--- config.mk ---
export PLATFORM = sky130hd
export DESIGN_NAME = dbus_arbiter
export DESIGN_NICKNAME = d
export VERILOG_FILES = /design/src/rtl/dbus_pkg.sv /design/src/rtl/dbus_decode.sv /design/src/rtl/dbus_arbiter.sv
export SDC_FILE = /design/constraint.sdc
export NUM_CORES = 1
export LEC_CHECK = 0
export BUFFER_PORTS_ARGS = -buffer_cell sky130_fd_sc_hd__buf_4
export CORE_ASPECT_RATIO = 1.1
export CORE_MARGIN = 10
export CORE_UTILIZATION = 35
export CTS_CLUSTER_DIAMETER = 60
export CTS_CLUSTER_SIZE = 20
export DETAILED_ROUTE_END_ITERATION = 7
export GPL_TIMING_DRIVEN = 0
export PLACE_DENSITY = 0.89
export SLEW_MARGIN = 30
export SYNTH_ARGS = -nofsm -noshare
export SYNTH_HDL_FRONTEND = slang
export SYNTH_SLANG_ARGS = --single-unit
--- constraint.sdc ---
create_clock -name clk -period 2.2 [get_ports clk]
set_input_delay 0.44 -clock clk [delete_from_list [all_inputs] [get_ports clk]]
set_output_delay 0.44 -clock clk [all_outputs]
set_load 0.05 [all_outputs]
--- src/rtl/dbus_pkg.sv ---
// Shared types and default address map for the data-bus arbiter and decoder.
package dbus_pkg;

  typedef enum logic [1:0] {
    IDLE = 2'd0,
    OWN0 = 2'd1,
    OWN1 = 2'd2
  } owner_e;

  typedef enum logic [1:0] {
    T_DMEM = 2'd0,
    T_IO   = 2'd1,
    T_NONE = 2'd2
  } target_e;

  localparam logic [15:0]   DMEM_BASE_DEF = 16'h0000;
  localparam logic [15:0]   DMEM_LIMIT_DEF = 16'h07FF;
  localparam logic [15:0]   IO_BASE_DEF   = 16'h1000;
  localparam logic [15:0]   IO_LIMIT_DEF  = 16'h10FF;
  localparam int unsigned   MAX_BURST_DEF = 4;

endpackage

--- src/rtl/dbus_decode.sv ---
// Combinational address-to-target decode; both range limits are inclusive.
module dbus_decode
  import dbus_pkg::*;
#(
  parameter logic [15:0] DMEM_BASE  = DMEM_BASE_DEF,
  parameter logic [15:0] DMEM_LIMIT = DMEM_LIMIT_DEF,
  parameter logic [15:0] IO_BASE    = IO_BASE_DEF,
  parameter logic [15:0] IO_LIMIT   = IO_LIMIT_DEF
) (
  input  logic [15:0] i_addr,
  output target_e     o_target
);

  localparam logic [15:0] LP_DMEM_SPAN = DMEM_LIMIT - DMEM_BASE;
  localparam logic [15:0] LP_IO_SPAN   = IO_LIMIT - IO_BASE;

  // Offset-from-base compare: one unsigned test covers both range ends
  // without a constant-true compare when a base is zero.
  logic [15:0] w_dmem_off;
  logic [15:0] w_io_off;

  assign w_dmem_off = i_addr - DMEM_BASE;
  assign w_io_off   = i_addr - IO_BASE;

  // Pick the target region for the current address.
  always_comb begin
    o_target = T_NONE;
    if (w_dmem_off <= LP_DMEM_SPAN) begin
      o_target = T_DMEM;
    end else if (w_io_off <= LP_IO_SPAN) begin
      o_target = T_IO;
    end
  end

endmodule

--- src/rtl/dbus_arbiter.sv ---
// Two-master round-robin data-bus arbiter with burst cap, address decode
// and registered read-return routing.
module dbus_arbiter
  import dbus_pkg::*;
#(
  parameter logic [15:0] DMEM_BASE  = DMEM_BASE_DEF,
  parameter logic [15:0] DMEM_LIMIT = DMEM_LIMIT_DEF,
  parameter logic [15:0] IO_BASE    = IO_BASE_DEF,
  parameter logic [15:0] IO_LIMIT   = IO_LIMIT_DEF,
  parameter int unsigned MAX_BURST  = MAX_BURST_DEF
) (
  input  logic        clk,
  input  logic        rst_n,
  input  logic        m0_req,
  input  logic [15:0] m0_addr,
  input  logic        m0_we,
  input  logic [7:0]  m0_wdata,
  output logic        m0_gnt,
  output logic [7:0]  m0_rdata,
  output logic        m0_rvalid,
  input  logic        m1_req,
  input  logic [15:0] m1_addr,
  input  logic        m1_we,
  input  logic [7:0]  m1_wdata,
  output logic        m1_gnt,
  output logic [7:0]  m1_rdata,
  output logic        m1_rvalid,
  output logic [15:0] bus_addr,
  output logic [7:0]  bus_wdata,
  output logic        dmem_w_en,
  output logic        dmem_r_en,
  output logic        io_w_en,
  output logic        io_r_en,
  input  logic [7:0]  dmem_rdata,
  input  logic [7:0]  io_rdata,
  output logic        bus_err
);

  localparam logic [3:0] LP_MAX = MAX_BURST[3:0];

  owner_e      r_state;
  logic        r_last_m1;
  logic [3:0]  r_count;
  logic        r_rd_pend;
  logic        r_rd_m1;
  target_e     r_rd_tgt;
  logic        r_err;

  logic        w_own1;
  logic        w_gnt;
  logic        w_we;
  target_e     w_target;
  logic [3:0]  w_cnt_inc;
  logic [3:0]  w_cnt_next;
  logic [7:0]  w_rdata;

  // Owner mux: in IDLE m0 is presented but nothing is granted.
  assign w_own1    = (r_state == OWN1);
  assign m0_gnt    = (r_state == OWN0) & m0_req;
  assign m1_gnt    = w_own1 & m1_req;
  assign w_gnt     = m0_gnt | m1_gnt;
  assign w_we      = w_own1 ? m1_we : m0_we;
  assign bus_addr  = w_own1 ? m1_addr : m0_addr;
  assign bus_wdata = w_own1 ? m1_wdata : m0_wdata;

  dbus_decode #(
    .DMEM_BASE  (DMEM_BASE),
    .DMEM_LIMIT (DMEM_LIMIT),
    .IO_BASE    (IO_BASE),
    .IO_LIMIT   (IO_LIMIT)
  ) u_decode (
    .i_addr   (bus_addr),
    .o_target (w_target)
  );

  assign dmem_w_en = w_gnt & (w_target == T_DMEM) &  w_we;
  assign dmem_r_en = w_gnt & (w_target == T_DMEM) & ~w_we;
  assign io_w_en   = w_gnt & (w_target == T_IO)   &  w_we;
  assign io_r_en   = w_gnt & (w_target == T_IO)   & ~w_we;

  // Burst count including this cycle's access, saturating at the cap.
  assign w_cnt_inc  = (r_count == LP_MAX) ? r_count : r_count + 4'd1;
  assign w_cnt_next = w_gnt ? w_cnt_inc : r_count;

  // Ownership FSM with round-robin tie break and burst-cap handover.
  always_ff @(posedge clk or negedge rst_n) begin
    if (!rst_n) begin
      r_state   <= IDLE;
      r_last_m1 <= 1'b1;
      r_count   <= '0;
    end else begin
      case (r_state)
        IDLE: begin
          r_count <= '0;
          if (m0_req && m1_req) begin
            r_state <= r_last_m1 ? OWN0 : OWN1;
          end else if (m0_req) begin
            r_state <= OWN0;
          end else if (m1_req) begin
            r_state <= OWN1;
          end
        end
        OWN0: begin
          if (!m0_req) begin
            r_last_m1 <= 1'b0;
            r_count   <= '0;
            r_state   <= m1_req ? OWN1 : IDLE;
          end else if (m1_req && (w_cnt_next == LP_MAX)) begin
            r_last_m1 <= 1'b0;
            r_count   <= '0;
            r_state   <= OWN1;
          end else begin
            r_count <= w_cnt_next;
          end
        end
        OWN1: begin
          if (!m1_req) begin
            r_last_m1 <= 1'b1;
            r_count   <= '0;
            r_state   <= m0_req ? OWN0 : IDLE;
          end else if (m0_req && (w_cnt_next == LP_MAX)) begin
            r_last_m1 <= 1'b1;
            r_count   <= '0;
            r_state   <= OWN0;
          end else begin
            r_count <= w_cnt_next;
          end
        end
        default: begin
          r_state <= IDLE;
          r_count <= '0;
        end
      endcase
    end
  end

  // Register read origin/target and unmapped-access error for next cycle.
  always_ff @(posedge clk or negedge rst_n) begin
    if (!rst_n) begin
      r_rd_pend <= 1'b0;
      r_rd_m1   <= 1'b0;
      r_rd_tgt  <= T_NONE;
      r_err     <= 1'b0;
    end else begin
      r_rd_pend <= w_gnt & ~w_we;
      r_rd_m1   <= w_own1;
      r_rd_tgt  <= w_target;
      r_err     <= w_gnt & (w_target == T_NONE);
    end
  end

  // Return-data select from the target captured with the read.
  always_comb begin
    w_rdata = '0;
    case (r_rd_tgt)
      T_DMEM:  w_rdata = dmem_rdata;
      T_IO:    w_rdata = io_rdata;
      default: w_rdata = '0;
    endcase
  end

  assign m0_rvalid = r_rd_pend & ~r_rd_m1;
  assign m1_rvalid = r_rd_pend &  r_rd_m1;
  assign m0_rdata  = m0_rvalid ? w_rdata : '0;
  assign m1_rdata  = m1_rvalid ? w_rdata : '0;
  assign bus_err   = r_err;

endmodule

==> results by group, run 1 <==
Power and ir drop
  – Power per cell area: 1050 nW/um2
  – LEAKAGE: 1.26 nW
  – Worst vdd ir: 0.714 mV

Global route
  – First-pass GRT wire length: 8.80 mm
  – Largest net degree at the start of global routing: 13
  – Tot GR Track Use: 15.7%
  – Initial antenna violation count: 0
  – Vias in the first global route: 1,908
  – Total grt overflow: 0

Timing
  – Slew @ Worst Pin: 0.578 ns
  – Crit path time final: 2.50 ns
  – Final worst setup slack: -0.304 ns
  – Fin. max-slew vios: 0
  – Layout Skew: 0.00204 ns
  – Final Hold Viols: 0
  – Relative slew slack: 61.5%
  – Final period util: 114%
  – RSZ-0062 raised after global routing: true
  – Setup violators final: 5
  – Fmax: 399 MHz

Die
  – Row count: 23
  – Die Ht: 86.0 um
  – Ports: 119
  – DIE AREA: 6890 um2
  – Die X-Extent: 80.0 um
  – Placeable Area: 3740 um2
  – Initial Utilization: 37.1%

Yosys
  – Post-synth top area cell: mux2_2
  – Most frequent cell after synthesis: nor2_1
  – Post-Synthesis Cells: 160
  – Synth warn: 0
  – Synth Net Count: 236
  – Syn_area_per_cell: 8.67 um2
  – Post-synthesis sequential area ratio: 21.8%
  – Asr flop ratio synth: 100%
  – Cell variety after synth: 42
  – Seq cells post-synth: 12
  – Synth top area share: 18.7%
  – Top_reg_cell synth: dfrtp_1
  – Mapped Area: 1390 um2
  – Top cells by count, synth: 27 x nor2_1, 23 x mux2_2, 11 x inv_1
  – Synth area leaders: mux2_2 19%, dfrtp_1 18%, nor2_1 7.3%
  – EDFF count, synth: 0

Clocking
  – Clock transition at the registers of the reported paths: 0.06 ns
  – TritonCTS clock tree: done
  – Clock Latency Late Sink: 0.24 ns
  – Sinks on the clock net: 12
  – Root Buffer: clkbuf_8
  – Htree depth: 1
  – Num CTS Buffers: 3
  – Clock Path Buffers: 2

Detailed routing
  – Final ANT Viol Nets: 0
  – # DRC: 0
  – Vias: 1,782
  – WL per Instance: 18.1 um
  – Initial DRT Pass Iterations: 4
  – Initial DRC count: 80
  – Total Wirelength: 6.13 mm
  – Via density: 5.26

Cells and area
  – Seq. cell area: 304 um2
  – Antenna diodes: 0
  – Fraction of layout instances using a drive strength above 1: 64.7%
  – Final Util: 70.1%
  – Layout fillers: 280
  – Nets: 366
  – Final std cells w/o fill: 339
  – Design area: 2620 um2
  – Multi-input gate area: 1130 um2
  – Area growth syn-to-layout: 88.9%

Setup path
  – WP data arrival: 2.06 ns
  – CP Class: reg2out
  – Worst Setup SP: r_state[0]
  – Crit. End Element: output pin
  – Worst Path Required: 1.76 ns
  – Worst Reg-to-Reg Cells: 9
  – Worst r2r src: r_state[0]
  – Startpoint Class: flip-flop
  – Crit-path max FO: 5

Place
  – Placed cell count: 328
  – I/O Buffers: 118
  – Placer Congestion: 0.832
  – Dpl cell area: 2410 um2
  – Dpl ws: -0.208 ns
  – HPWL Detailed: 4.86 mm

Min path
  – Hold Crit Class: in2async

Status
  – Failing checks: setup timing
  – Outcome: finished with violations

Flow run
  – Max_cap viols: 0
sequential cells by signal, summed over array words and instances, names as in the netlist:
signal	flops
r_count	4
bus_err	1
r_rd_m1	1
r_state	2
r_rd_pend	1
r_rd_tgt	2
r_last_m1	1
where the power goes:
| part | switching, W | internal, W |
|---|---|---|
| Sequential | 0.0000632 | 0.000293 |
| Clock | 0.0000888 | 0.000158 |
| Combinational | 0.00127 | 0.000873 |
| Total | 0.00142 | 0.00132 |
layer usage:
| metal | part of all wire, % | wire length (um) | track usage, % | up-vias |
|---|---|---|---|---|
| met1 | 33 | 2030 | 13.5 | 816 |
| met3 | 16 | 1010 | 11.7 | 10 |
| met4 | 2.4 | 145 | 4.17 | 0 |
| met2 | 48 | 2950 | 27.8 | 126 |
| li1 | - | - | - | 830 |
| met5 | 0 | 0 | 0 | - |
final timing paths:
path / endpoint / slack, ns
setup / recovery: io_w_en / -0.30
hold / removal: r_count[1] / 0.03
setup reg to reg: r_last_m1 / 0.09
hold reg to reg: r_last_m1 / 0.64
max in group asynchronous: r_last_m1 / 1.94
min in group clk: r_rd_tgt[1] / 0.56
cells by family (layout without fill, tap and decap cells):
logic type | after synthesis | in the layout | share of synthesized area [%]
mux | 33 | 33 | 25.9
compound gates | 26 | 27 | 15.1
fa+ha+maj | 6 | 6 | 5.41
simple gates | 64 | 64 | 25.0
xor+xnor | 1 | 1 | 0.631
buf+inv | 18 | 146 | 6.22
flops | 12 | 12 | 21.8
repair_timing:
item | CTS | global route
gates cloned | 0 | 1
resized for setup | 14 | 11
pin swaps | 4 | 6
buffers inserted | 4 | 3
setup endpoints to repair | 27 | 32
hold buffers | 0 | 0
critical path: stages (launching register included):
cell and delay [ns]:
dfrtp_1 0.40, inv_2 0.10, ha_4 0.17, or4b_4 0.47
o22ai_4 0.24, nand3_4 0.14, nor2_4 0.14, buf_8 0.15
area by class of cell:
| cell class | count | area share [%] |
|---|---|---|
| Timing Repair Buffer | 125 | 36.8 |
| Clock buffer | 4 | 2.10 |
| Tap cell | 50 | 2.39 |
| Inverter | 11 | 1.58 |
| Buffer | 6 | 2.43 |
| Multi-Input combinational cell | 131 | 43.1 |
| Sequential cell | 12 | 11.6 |
placed cells by master (no fill, tap or decap), types with 2 or more instances in the layout:
cell / n
a21oi_1: 5
a222oi_1: 2
a31oi_1: 2
and2_1: 5
and2_4: 2
buf_4: 121
buf_6: 2
buf_8: 6
clkbuf_1: 2
clkbuf_8: 4
dfrtp_1: 9
dfstp_2: 2
ha_1: 4
ha_4: 2
inv_1: 9
inv_2: 2
mux2_2: 23
mux2i_1: 9
nand2_1: 5
nand2_4: 2
nand2b_1: 3
nand3_1: 3
nor2_1: 22
nor2_4: 4
nor2b_1: 3
nor3_1: 2
o211a_1: 2
o21ai_0: 4
o311ai_1: 2
per-stage QoR:
stage	hold WS [ns]	TNS, ns	total power, W
after floorplan	0.144	-0.242	0.00173
after global placement	0.283	-0.752	0.00222
after detailed placement	0.288	-1.32	0.00226
after CTS	0.0279	-2.49	0.00262
after global routing	0.0321	-1.65	0.00288
final	0.0261	-1.05	0.00275
Note: power is estimated with default switching activity, not from simulation.
==> run 2: changes to the inputs <==
--- a/config.mk
+++ b/config.mk
@@ -9,12 +9,14 @@
 export CORE_ASPECT_RATIO = 1.1
 export CORE_MARGIN = 10
 export CORE_UTILIZATION = 35
+export CTS_BUF_LIST = sky130_fd_sc_hd__clkbuf_4
 export CTS_CLUSTER_DIAMETER = 60
 export CTS_CLUSTER_SIZE = 20
 export DETAILED_ROUTE_END_ITERATION = 7
 export GPL_TIMING_DRIVEN = 0
-export PLACE_DENSITY = 0.89
+export PLACE_DENSITY = 0.9
 export SLEW_MARGIN = 30
 export SYNTH_ARGS = -nofsm -noshare
 export SYNTH_HDL_FRONTEND = slang
+export SYNTH_HIERARCHICAL = 1
 export SYNTH_SLANG_ARGS = --single-unit
==> results by group, run 2 <==
Yosys
  – Synth area leaders: mux2_2 21%, dfrtp_1 19%, nor2_1 7.3%
  – Top_reg_cell synth: dfrtp_1
  – Post-synth top area cell: mux2_2
  – Mapped Area: 1330 um2
  – Synth warn: 6
  – Post-synthesis sequential area ratio: 22.8%
  – Top cells by count, synth: 26 x nor2_1, 25 x mux2_2, 10 x dfrtp_1
  – Synth Net Count: 229
  – Syn_area_per_cell: 8.68 um2
  – Seq cells post-synth: 12
  – Most frequent cell after synthesis: nor2_1
  – Asr flop ratio synth: 100%
  – EDFF count, synth: 0
  – Cell variety after synth: 44
  – Synth top area share: 21.2%
  – Post-Synthesis Cells: 153

Flow run
  – Max_cap viols: 0

Die
  – DIE AREA: 6660 um2
  – Initial Utilization: 36.4%
  – Die X-Extent: 78.8 um
  – Placeable Area: 3650 um2
  – Ports: 119
  – Die Ht: 84.6 um
  – Row count: 23

Power and ir drop
  – LEAKAGE: 1.39 nW
  – Power per cell area: 1190 nW/um2
  – Worst vdd ir: 1.09 mV
  – Total power: 0.00353 W

Global route
  – Tot GR Track Use: 21.2%
  – Total grt overflow: 0
  – Initial antenna violation count: 0
  – First-pass GRT wire length: 11.2 mm
  – Vias in the first global route: 2,114
  – Largest net degree at the start of global routing: 13

Place
  – HPWL Detailed: 4.61 mm
  – Dpl cell area: 2400 um2
  – I/O Buffers: 118
  – Dpl ws: -0.739 ns
  – Placer Congestion: 0.808

Cells and area
  – Antenna diodes: 0
  – Nets: 379
  – Most frequent cells in the layout: 119 x buf_4, 21 x nor2_1, 17 x buf_6, 15 x mux2_4, 11 x buf_8
  – Most common cell after layout, fill and taps aside: buf_4
  – Fraction of layout instances using a drive strength above 1: 72.8%
  – Final Util: 81.1%
  – Biggest regs: r_count x4, r_rd_tgt x2, r_state x2
  – Design area: 2960 um2
  – Largest register FFs: 4
  – Register with the most flip-flops: r_count
  – Area growth syn-to-layout: 123%

Setup path
  – Crit-path max FO: 10
  – Crit. End Element: output pin
  – Critical Path, Cell by Cell: inv_2 -> ha_4 -> buf_12 -> buf_8 -> mux2_4 -> nor3_2 -> o21ai_4 -> buf_6 -> nor4_4 -> buf_6
  – CP Class: reg2out
  – Critical Path Max Stage Delay: 0.44 ns
  – Slowest CP cell: dfrtp_1
  – Worst path most repeated cell: buf_6
  – WP data arrival: 2.67 ns
  – Worst Path Required: 1.76 ns
  – Startpoint Class: flip-flop

Clocking
  – TritonCTS clock tree: done
  – Root Buffer: clkbuf_4
  – Sinks on the clock net: 12
  – Num CTS Buffers: 3
  – Clock transition at the registers of the reported paths: 0.09 ns
  – Clock Latency Late Sink: 0.31 ns
  – Htree depth: 1
  – Clock Path Buffers: 2

Detailed routing
  – WL per Instance: 24.5 um
  – Vias: 2,029
  – Initial DRC count: 239
  – Final ANT Viol Nets: 0
  – Initial DRT Pass Iterations: 6
  – Via density: 5.76
  – Total Wirelength: 8.61 mm
  – # DRC: 0

Min path
  – Hold Crit Class: in2async

Timing
  – Slew @ Worst Pin: 0.532 ns
  – Fin. max-slew vios: 0
  – Final period util: 141%
  – Setup violators final: 35
  – RSZ-0062 raised after global routing: true
  – Crit path time final: 3.11 ns
  – Min Hold Slack: 0.509 ns
  – Layout Skew: 0.0132 ns
  – Fmax: 322 MHz
  – Final Hold Viols: 0
  – Relative slew slack: 64.4%
  – Final worst setup slack: -0.907 ns

Status
  – Failing checks: setup timing
  – Outcome: finished with violations
## run 2: cell count changes in the layout (fill, tap and decap cells not counted), moves of 4 or more
cell,change
clkbuf_8,-4
buf_6,+15
buf_8,+5
mux2_4,+15
mux2_2,-13
## run 2: worst paths after layout
check                      slack [ns]          end  startpoint  cells past startpoint
setup / recovery                -0.91    dmem_r_en  r_state[0]                     10
hold / removal                   0.51   r_state[0]       rst_n                      2
setup reg to reg                -0.87   r_state[1]  r_state[0]                     18
hold reg to reg                  0.66   r_count[3]  r_count[3]                      2
max in group asynchronous        1.44  r_rd_tgt[1]       rst_n                      2
min in group clk                 0.58    r_rd_pend       m0_we                      3
## run 2: where the power goes
group          internal (W)  total, W  switching, W
Combinational       0.00136   0.00298       0.00163
Sequential         0.000294  0.000389     0.0000942
Clock             0.0000664  0.000161     0.0000951
## run 2: layout make-up
cell class	instances	area, um2
tap	50	62.6
timing repair buffer	147	1240
sequential	12	304
fill	174	691
clock inverter	1	3.75
multi-input combinational	126	1230
clock buffer	3	22.5
inverter	9	33.8
buffer	4	60.1
## run 2: kinds of logic (layout without fill, tap and decap cells)
logic type	after synthesis	after routing	share of synthesized area (%)
AO/OA/AOI/OAI	24	24	12.9
XOR/XNOR	1	1	0.659
adder cells (fa/ha/maj)	6	6	5.65
buffers and inverters	15	164	4.61
flip-flops	12	12	22.8
AND/OR/NAND/NOR	61	61	25.4
multiplexers	34	34	28.0
## run 2: through the flow
stage	setup TNS [ns]	std cells
2_1_floorplan	-2.41	153
3_3_place_gp	-2.32	321
3_5_place_dp	-2.56	321
4_1_cts	-4.50	347
5_1_grt	-11.01	352
6_report	-10.18	352
## run 2: what timing repair did
item | CTS | global route
cloned | 0 | 0
endpoints found under the hold margin | 10 | 0
setup buffers | 21 | 8
pin swaps | 11 | 12
endpoints found under the setup margin | 26 | 45
hold buffers | 1 | 0
resized for setup | 33 | 49
## run 2: worst max-delay path, delay by kind of cell, from the launching register on
family,cells,cell delay [ns]
buf+inv,5,0.74
simple gates,2,0.55
flops,1,0.44
mux,1,0.33
fa+ha+maj,1,0.16
compound gates,1,0.12
## run 2: per-layer routing
layer  routed length, um  global-route usage (%)  vias up
li1                    -                       -      850
met4                 478                    8.65        0
met5                   0                       0        -
met2                4140                    37.5      190
met1                2740                    19.9      934
met3                1260                    11.6       55
==> run 3: changes to the inputs <==
--- a/config.mk
+++ b/config.mk
@@ -8,7 +8,7 @@
 export BUFFER_PORTS_ARGS = -buffer_cell sky130_fd_sc_hd__buf_4
 export CORE_ASPECT_RATIO = 1.1
 export CORE_MARGIN = 10
-export CORE_UTILIZATION = 35
+export CORE_UTILIZATION = 36
 export CTS_BUF_LIST = sky130_fd_sc_hd__clkbuf_4
 export CTS_CLUSTER_DIAMETER = 60
 export CTS_CLUSTER_SIZE = 20
@@ -18,5 +18,4 @@
 export SLEW_MARGIN = 30
 export SYNTH_ARGS = -nofsm -noshare
 export SYNTH_HDL_FRONTEND = slang
-export SYNTH_HIERARCHICAL = 1
 export SYNTH_SLANG_ARGS = --single-unit
==> results by group, run 3 (same netlist as run 1, synthesis figures left out) <==
Status
  – Outcome: finished with violations
  – Failing checks: setup timing

Min path
  – Hold Crit Class: in2async

Clocking
  – TritonCTS clock tree: done
  – Clock Latency Late Sink: 0.28 ns
  – Htree depth: 1
  – Sinks on the clock net: 12
  – Root Buffer: clkbuf_4
  – Clock transition at the registers of the reported paths: 0.09 ns
  – Num CTS Buffers: 3
  – Clock Path Buffers: 2

Die
  – Placeable Area: 3680 um2
  – Die X-Extent: 79.2 um
  – DIE AREA: 6740 um2
  – Row count: 23
  – Ports: 119
  – Die Ht: 85.1 um
  – Initial Utilization: 37.7%

Timing
  – Crit path time final: 2.57 ns
  – Setup Total Neg Slack: -3.45 ns
  – Setup violators final: 25
  – RSZ-0062 raised after global routing: true
  – Final Hold Viols: 0
  – Fmax: 389 MHz
  – Layout Skew: 0.00774 ns
  – Final worst setup slack: -0.369 ns
  – Fin. max-slew vios: 0
  – Slew @ Worst Pin: 0.427 ns
  – Relative slew slack: 71.6%
  – Final period util: 117%

Place
  – HPWL Detailed: 4.78 mm
  – I/O Buffers: 118
  – Placer Congestion: 0.811

Detailed routing
  – Vias: 1,780
  – Via density: 5.22
  – Initial DRC count: 68
  – WL per Instance: 17.1 um
  – Total Wirelength: 5.82 mm
  – # DRC: 0
  – Initial DRT Pass Iterations: 5
  – Final ANT Viol Nets: 0

Setup path
  – Worst r2r src: r_state[1]
  – CP Class: reg2out
  – Worst Path Required: 1.76 ns
  – Crit-path max FO: 4
  – Crit. End Element: output pin
  – WP data arrival: 2.13 ns
  – Startpoint Class: flip-flop
  – Worst Setup SP: r_state[0]

Global route
  – Tot GR Track Use: 16.1%
  – Vias in the first global route: 1,964
  – Initial antenna violation count: 0
  – First-pass GRT wire length: 9.05 mm
  – Total grt overflow: 0
  – Largest net degree at the start of global routing: 13

Cells and area
  – Largest register FFs: 4
  – Register with the most flip-flops: r_count
  – Fraction of layout instances using a drive strength above 1: 64.6%
  – Most frequent cells in the layout: 124 x buf_4, 22 x mux2_2, 22 x nor2_1
  – Nets: 368
  – Biggest regs: r_count x4, r_rd_tgt x2, r_state x2
  – Most common cell after layout, fill and taps aside: buf_4
  – Area growth syn-to-layout: 87.6%
  – Antenna diodes: 0

Flow run
  – Max_cap viols: 0

Power and ir drop
  – Total power: 0.00261 W
  – Power per cell area: 1000 nW/um2
  – Worst vdd ir: 0.769 mV
  – LEAKAGE: 1.26 nW
==> run 3: cell count changes in the layout (fill, tap and decap cells not counted), sizes merged, moves of 2 or more <==
cell   before  now
and2        4    7
buf       150  133
a21oi       4    6
and3        2    0
nor4        4    1
mux2       25   23
or2         0    3
o211a       0    2
inv         9   11
==> run 3: power breakdown <==
group	leakage [nW]	internal (W)	switching, W	total [W]
combinational	1.10	0.000874	0.00123	0.00210
clock	0.0154	0.0000658	0.0000836	0.000149
sequential	0.154	0.000292	0.0000633	0.000356
total	1.26	0.00123	0.00138	0.00261
==> run 3: timing repair <==
item                       in CTS  in global routing
hold endpoints to repair       10                  0
resized for setup              13                 11
hold buffers                    1                  0
setup endpoints to repair      27                 43
setup buffers                   3                  7
pin swaps                       5                  7
==> run 3: routing by layer <==
layer	wire, um	up-vias	track usage (%)
li1	-	828	-
met1	2070	826	15.1
met4	72	0	2.45
met5	0	-	0
met2	2900	114	30.4
met3	782	12	8.65
==> run 3: metrics by stage <==
step	cell area [um2]	utilization [%]	std cells	worst slack (ns)	hold WS, ns
2_1_floorplan	1470	-	160	-0.0767	0.144
3_3_place_gp	2410	65.5	328	-0.150	0.289
3_5_place_dp	2410	65.5	328	-0.177	0.294
4_1_cts	2520	68.4	336	-0.352	0.491
5_1_grt	2600	70.7	341	-0.421	0.553
6_report	2600	70.7	341	-0.369	0.531
==> run 3: critical path, cell delays in order, from the launching register on <==
cell     delay, ns
dfrtp_1       0.40
inv_2         0.10
ha_4          0.14
buf_6         0.10
or4b_4        0.47
o22ai_4       0.25
nand3_4       0.14
nor2_4        0.11
buf_8         0.15
==> run 3: worst paths after layout <==
| path | to | slack, ns | cells past startpoint |
|---|---|---|---|
| setup / recovery | io_w_en | -0.37 | 8 |
| setup reg to reg | r_state[1] | 0.02 | 8 |
| max in group asynchronous | r_rd_tgt[1] | 1.42 | 2 |
| hold reg to reg | r_last_m1 | 0.55 | 2 |
| hold / removal | r_state[0] | 0.53 | 2 |
| min in group clk | r_rd_tgt[1] | 0.55 | 3 |
==> run 3: final cells by class <==
cell class / count / area, um2
multi-input cells: 130 / 1100
fillers: 290 / 1080
repair buffers: 129 / 1000
flip-flops and latches: 12 / 304
plain buffers: 5 / 63.8
well taps: 50 / 62.6
inverters: 11 / 41.3
clock buffers: 3 / 22.5
clock inverters: 1 / 3.75
